**config.mk**
```make
export PLATFORM = sky130hd
export DESIGN_NAME = countdown_timer
export DESIGN_NICKNAME = d
export VERILOG_FILES = /design/src/rtl/counter_pkg.sv /design/src/rtl/countdown_timer.sv
export SDC_FILE = /design/constraint.sdc
export NUM_CORES = 1
export LEC_CHECK = 0
export CORE_MARGIN = 1.5
export CORE_UTILIZATION = 45
export DETAILED_ROUTE_END_ITERATION = 8
export DONT_BUFFER_PORTS = 1
export PLACE_DENSITY = 0.63
export SYNTH_ARGS = -nofsm -noshare
export SYNTH_HDL_FRONTEND = slang
export SYNTH_SLANG_ARGS = --single-unit
```
**constraint.sdc**
```tcl
create_clock -name clock -period 3.1 [get_ports clock]
set_input_delay 0.31 -clock clock [delete_from_list [all_inputs] [get_ports clock]]
set_output_delay 0.31 -clock clock [all_outputs]
set_load 0.005 [all_outputs]
```
**src/rtl/counter_pkg.sv**
```systemverilog
// ----------------------------------------------------------------------------
// counter_pkg
// Shared definitions for the counter family (free-running up-counter and the
// loadable countdown timer).
//   SIZE_DEFAULT : default counter width, shared with the up-counter bench.
//   timer_state_t: countdown timer controller states.
// ----------------------------------------------------------------------------
package counter_pkg;

    localparam int SIZE_DEFAULT = 5;

    typedef enum logic [1:0] {
        IDLE = 2'd0,
        RUN  = 2'd1,
        HOLD = 2'd2
    } timer_state_t;

endpackage : counter_pkg

```
**src/rtl/countdown_timer.sv**
```systemverilog
// ----------------------------------------------------------------------------
// countdown_timer
// Loadable down-counter with start/busy/done handshake and optional
// auto-reload for periodic ticks.
//
// Ports
//   clock       : design clock, all state changes on posedge
//   reset       : synchronous active-high reset, overrides every other input
//   load        : capture load_value into reload register and count, go IDLE
//   load_value  : value captured on load
//   start       : begin countdown from current count (IDLE only)
//   stop        : abort countdown, return to IDLE, count frozen
//   pause       : level, freezes countdown while high
//   auto_reload : level, sampled at expiry; 1 = reload and keep running
//   count       : current counter value
//   busy        : high in RUN or HOLD
//   done        : one-cycle pulse in the cycle after an expiry edge
//
// Input priority on each edge: reset > load > stop > start > pause.
// ----------------------------------------------------------------------------
module countdown_timer
    import counter_pkg::*;
#(
    parameter int Size = SIZE_DEFAULT
) (
    input  logic            clock,
    input  logic            reset,
    input  logic            load,
    input  logic [Size-1:0] load_value,
    input  logic            start,
    input  logic            stop,
    input  logic            pause,
    input  logic            auto_reload,
    output logic [Size-1:0] count,
    output logic            busy,
    output logic            done
);

    localparam logic [Size-1:0] COUNT_ZERO = '0;
    localparam logic [Size-1:0] COUNT_ONE  = {{(Size-1){1'b0}}, 1'b1};

    timer_state_t    state_reg,  state_next;
    logic [Size-1:0] count_reg,  count_next;
    logic [Size-1:0] reload_reg, reload_next;
    logic            done_reg,   done_next;

    // ------------------------------------------------------------------
    // State register
    // ------------------------------------------------------------------
    always_ff @(posedge clock) begin
        if (reset) begin
            state_reg  <= IDLE;
            count_reg  <= COUNT_ZERO;
            reload_reg <= COUNT_ZERO;
            done_reg   <= 1'b0;
        end else begin
            state_reg  <= state_next;
            count_reg  <= count_next;
            reload_reg <= reload_next;
            done_reg   <= done_next;
        end
    end

    // ------------------------------------------------------------------
    // Next-state logic
    // ------------------------------------------------------------------
    always_comb begin
        state_next  = state_reg;
        count_next  = count_reg;
        reload_next = reload_reg;
        done_next   = 1'b0;

        if (load) begin
            // Abandons any countdown in progress without a done pulse.
            reload_next = load_value;
            count_next  = load_value;
            state_next  = IDLE;
        end else if (stop && (state_reg != IDLE)) begin
            // Stop beats an expiry on the same edge: count holds, no done.
            state_next = IDLE;
        end else begin
            case (state_reg)
                IDLE: begin
                    if (start) begin
                        if (count_reg == COUNT_ZERO) begin
                            // Nothing to count: report immediate expiry.
                            done_next = 1'b1;
                        end else begin
                            // First decrement happens on the following edge.
                            state_next = RUN;
                        end
                    end
                end
                RUN: begin
                    if (pause) begin
                        state_next = HOLD;
                    end else if (count_reg > COUNT_ONE) begin
                        count_next = count_reg - COUNT_ONE;
                    end else if (count_reg == COUNT_ONE) begin
                        done_next = 1'b1;
                        if (auto_reload) begin
                            count_next = reload_reg;
                        end else begin
                            count_next = COUNT_ZERO;
                            state_next = IDLE;
                        end
                    end else begin
                        // Zero in RUN is unreachable (load keeps count and
                        // reload equal); drop back to IDLE rather than wrap.
                        state_next = IDLE;
                    end
                end
                HOLD: begin
                    // Leaving HOLD costs one edge with count frozen.
                    if (!pause) begin
                        state_next = RUN;
                    end
                end
                default: begin
                    state_next = IDLE;
                end
            endcase
        end
    end

    assign count = count_reg;
    assign busy  = (state_reg != IDLE);
    assign done  = done_reg;

endmodule : countdown_timer

```
# Word-level counts from Yosys, hierarchy flattened
# Cells that the tools add are included.
[op_classes]
n_eq_ne = 10
reduce_logical = 9
addsub = 1
muxes = 21
magnitude_cmp = 1
[ops]
columns = ["cell", "count"]
rows = [
  ["$mux 5", 7],
  ["$mux 2", 7],
  ["$ne 2x2->1 const B", 5],
  ["$pmux 2 s3", 1],
  ["$eq 5x1->1 const B", 1],
  ["$gt 5x1->1 const B", 1],
  ["$logic_not 5->1", 1],
  ["$mux 1", 5],
  ["$reduce_and 5->1", 1],
  ["$sub 5x1->5 const B", 1],
  ["$ne 4x4->1 const B", 1],
  ["$reduce_and 4->1", 1],
  ["$reduce_bool 2->1", 2],
  ["$ne 3x3->1 const B", 1],
  ["$reduce_bool 3->1", 1],
  ["$reduce_or 3->1", 1],
  ["$eq 2x1->1 const B", 1],
  ["$eq 2x2->1 const B", 1],
  ["$logic_not 2->1", 1],
  ["$pmux 1 s2", 1],
  ["$logic_and 1x1->1", 1],
]
[totals]
output_inout_bits = 7
reg_bits = 13

# Depth between registers and ports, before layout
[logic_depth]
word_depth = 7
mapped_depth = 6

# Least setup slack after synthesis
# No wires, ideal clock.
[synth_path]
kind = "register to register"
from = "register count_reg[1], in the netlist count[1]"
to = "register count_reg[3], in the netlist count[3]"
setup_time_ns = 0.091
stages_incl_launch_ff = 7
path_slack_ns = 1.378
t_arrival_ns = 1.631
path_cell_list = "dfxtp_1 > inv_1 > ha_1 > o21ba_2 > nor2b_4 > a221o_1 > a311oi_1"
[synth_via]
elab_chain_len = 6
word_cells_on_any_way = 10
[synth_lines]
columns = ["item", "line", "rtl"]
rows = [
  ["start: declaration", "countdown_timer.sv:43", "logic [Size-1:0] count_reg, count_next;"],
  ["start signal: assignment", "countdown_timer.sv:58", "count_reg <= count_next;"],
  ["$sub 5x1->5 / $gt 5x1->1 (equally long branches)", "countdown_timer.sv:98, countdown_timer.sv:97", ""],
  ["$mux 5", "countdown_timer.sv:97", "end else if (count_reg > COUNT_ONE) begin"],
  ["$mux 5", "countdown_timer.sv:95", "if (pause) begin"],
  ["$mux 5", "countdown_timer.sv:82", "case (state_reg)"],
  ["$mux 5", "countdown_timer.sv:78", "end else if (stop && (state_reg != IDLE)) begin"],
  ["$mux 5", "countdown_timer.sv:73", "if (load) begin"],
]
# Several ways; a longest one is shown, not always the timed one. The select of a mux whose other input is x is not followed.
# A chain may end at the register's enable or synchronous reset.

# Worst setup path after layout
# Ends and elaborated chain as after synthesis.

==> results_dict.tcl <==
set metrics [dict create \
    reg2regPathDepth 6 \
    r2r-start "count[1]$_SDFFE_PP0P_" \
    ioPinCount 19 \
    cts_tree "done" \
    postSynthAreaPerCell_um2 9.033 \
    max_slew_margin 0.7237 \
    via_per_inst 6.051 \
    wire_per_inst_um 16.80 \
    irDropWorstVdd_uv 229.8 \
    arrival_ns 2.15 \
    die_y_um 45.74 \
    clockBufferDepth 2 \
    vias 714 \
    rsz0062_at_grt "no" \
    drt_drc_violations_left 0 \
    nNetsFinal 109 \
    setup_viol_count_final 0 \
    cp_slowest_stage_delay_ns 0.50 \
    cpLargestDelayFamily "compound AO/OA/AOI/OAI gates" \
    drt-pass1-iter-count 4 \
    skew_ns 0.001121 \
    die_w_um 45.74 \
    tightest_slew_ns 0.4127 \
    slew_viol_final 0 \
    crit_path_max_fanout 8 \
    final_common_cell "dfxtp_1" \
    grt_max_degree 14 \
    preCtsSetupSlack_ns 1.165 \
    grt_usage 0.2044 \
    ys_seq_area_frac 0.3166 \
    worstHoldPathCells 1 \
    ys_ff_latch 13 \
    hold_viol 0 \
    post-cts-setup-buffer-count 0 \
    status "completed" \
    yosysWarnings 0 \
    most-common-layout-cells "13 x dfxtp_1, 9 x nand2_1, 8 x nor2_1, 7 x a21oi_1, 5 x inv_1" \
    muxShareOfSynthArea 0.03653 \
    start_kind "flip-flop" \
    hold_class "input pin to flip-flop" \
    synth-adder-area-share 0.04566 \
    cts_root_buffer "clkbuf_4" \
    die_area_um2 2092 \
    drv_cap 0 \
    async_flop_share 0 \
    synth_edf_count 0 \
    path_buf_inv 1 \
    worst_slack_ns 1.154 \
    worstSkewPairLatency_ns 0.28 \
    area_growth_pct 5.632 \
    grt_antenna_before_repair 0 \
    netlist_area_um2 822.0 \
    yosys.area_share.simple 0.2770 \
    grt_pass1_wl_um 2967 \
    setup_tns_ns 0 \
    power.density_nw_per_um2 501.1 \
    cts_buffers 3 \
    grt_pass1_vias 660 \
    worstPathRequired_ns 3.30 \
    synth_compound_area_frac 0.2664 \
    synth-xor-area-share 0.02131 \
    fin_crit_ns 1.946 \
    max_freq_ghz 0.5140 \
    cts.sinks 13 \
    cts_resized 0 \
    overflow 0 \
    crit_path_cell_trace "inv_1, ha_1, o21ba_2, nor2b_4, a221o_1, a311oi_1" \
    diodes 0 \
    path_clk_slew_ns 0.08 \
    cp-end-kind "flip-flop" \
    hold_end "reload_reg[2]$_SDFFE_PP0P_" \
    wl_um 1982 \
    io_buffers 0 \
    syn_inst 91 \
    worstHoldStart "reset" \
    synth_top_family_by_area "simple AND/OR/NAND/NOR gates" \
    num_rows 15 \
    hpwlAfterDp_um 1453 \
    drt_iter0_markers 19 \
    drive_above_1_share 0.1183 \
    h-tree-depth 1 \
    syn_nets 106 \
    min_period_over_period 0.6276 \
    r2r_setup_slack_ns 1.15 \
    ant_nets 0 \
    ys.flop_type "dfxtp_1" \
    routabilityCongestion 0.8385 \
    cellLeakagePower_nw 0.3241 \
    critPathKind "flip-flop to flip-flop" \
    reg2reg_to "count[3]$_SDFFE_PP0P_" \
    postCtsHoldBufs 0 \
    core-area_um2 1727 \
    slowest_stage "dfxtp_1" \
    start_util 0.4761 \
    ys_types 44 \
]
[metal layers]
layer  vias to the layer above  global-route usage  wire (µm)
li1                        349                   -          -
met1                       333              0.2692        912
met2                        28              0.2958        907
met3                         4             0.05159        130
met4                         0              0.1257         31
met5                         -                   0          0
[per-stage QoR]
stage,power [mW],utilization,cell area (µm²),hold slack [ns],std cells
2_1_floorplan,0.3057,-,822.0,0.3864,91
3_3_place_gp,0.3248,0.4877,842.1,0.3821,114
3_5_place_dp,0.3280,0.4877,842.1,0.3859,114
4_1_cts,0.4374,0.5029,868.3,0.07893,118
5_1_grt,0.4633,0.5029,868.3,0.06426,118
6_report,0.4351,0.5029,868.3,0.08469,118
[power by group]
part           switching [mW]  internal (mW)  total [mW]
clock network          0.0597         0.0501       0.110
logic                  0.0636         0.0577       0.121
registers              0.0238          0.180       0.204
[Yosys cell counts, types with 2 or more instances]
master | instances | area share
a31oi_1 | 2 | 0.015
a21oi_1 | 7 | 0.043
mux2i_1 | 3 | 0.037
a211oi_1 | 2 | 0.018
ha_1 | 3 | 0.046
nor2_1 | 8 | 0.037
nand2_1 | 9 | 0.041
inv_1 | 5 | 0.023
nand2b_1 | 3 | 0.023
dfxtp_1 | 13 | 0.32
o221ai_1 | 2 | 0.021
o21ai_0 | 2 | 0.012
[worst max path at each step]
stage,from,endpoint,slack (ns),cells after the start
2_1_floorplan,count[1]$_SDFFE_PP0P_,count[3]$_SDFFE_PP0P_,1.38,6
3_3_place_gp,count[1]$_SDFFE_PP0P_,count[3]$_SDFFE_PP0P_,1.26,6
3_5_place_dp,count[1]$_SDFFE_PP0P_,count[3]$_SDFFE_PP0P_,1.16,6
4_1_cts,count[1]$_SDFFE_PP0P_,count[3]$_SDFFE_PP0P_,1.16,6
5_1_grt,count[1]$_SDFFE_PP0P_,count[3]$_SDFFE_PP0P_,1.06,6
6_report,count[1]$_SDFFE_PP0P_,count[3]$_SDFFE_PP0P_,1.15,6
[kinds of logic after synthesis]
logic type               count (synthesis)
AND/OR/NAND/NOR                         35
AO/OA/AOI/OAI                           28
flip-flops                              13
buffers and inverters                    7
multiplexers                             3
adder cells (fa/ha/maj)                  3
XOR/XNOR                                 2
[cell type report]
cell class	count	area (µm²)
fillers	170	858.3
well taps	25	31.28
inverters	5	18.77
flip-flops and latches	13	260.3
multi-input cells	71	531.8
clock buffers	4	26.28
Note: power is estimated with default switching activity, not from simulation.
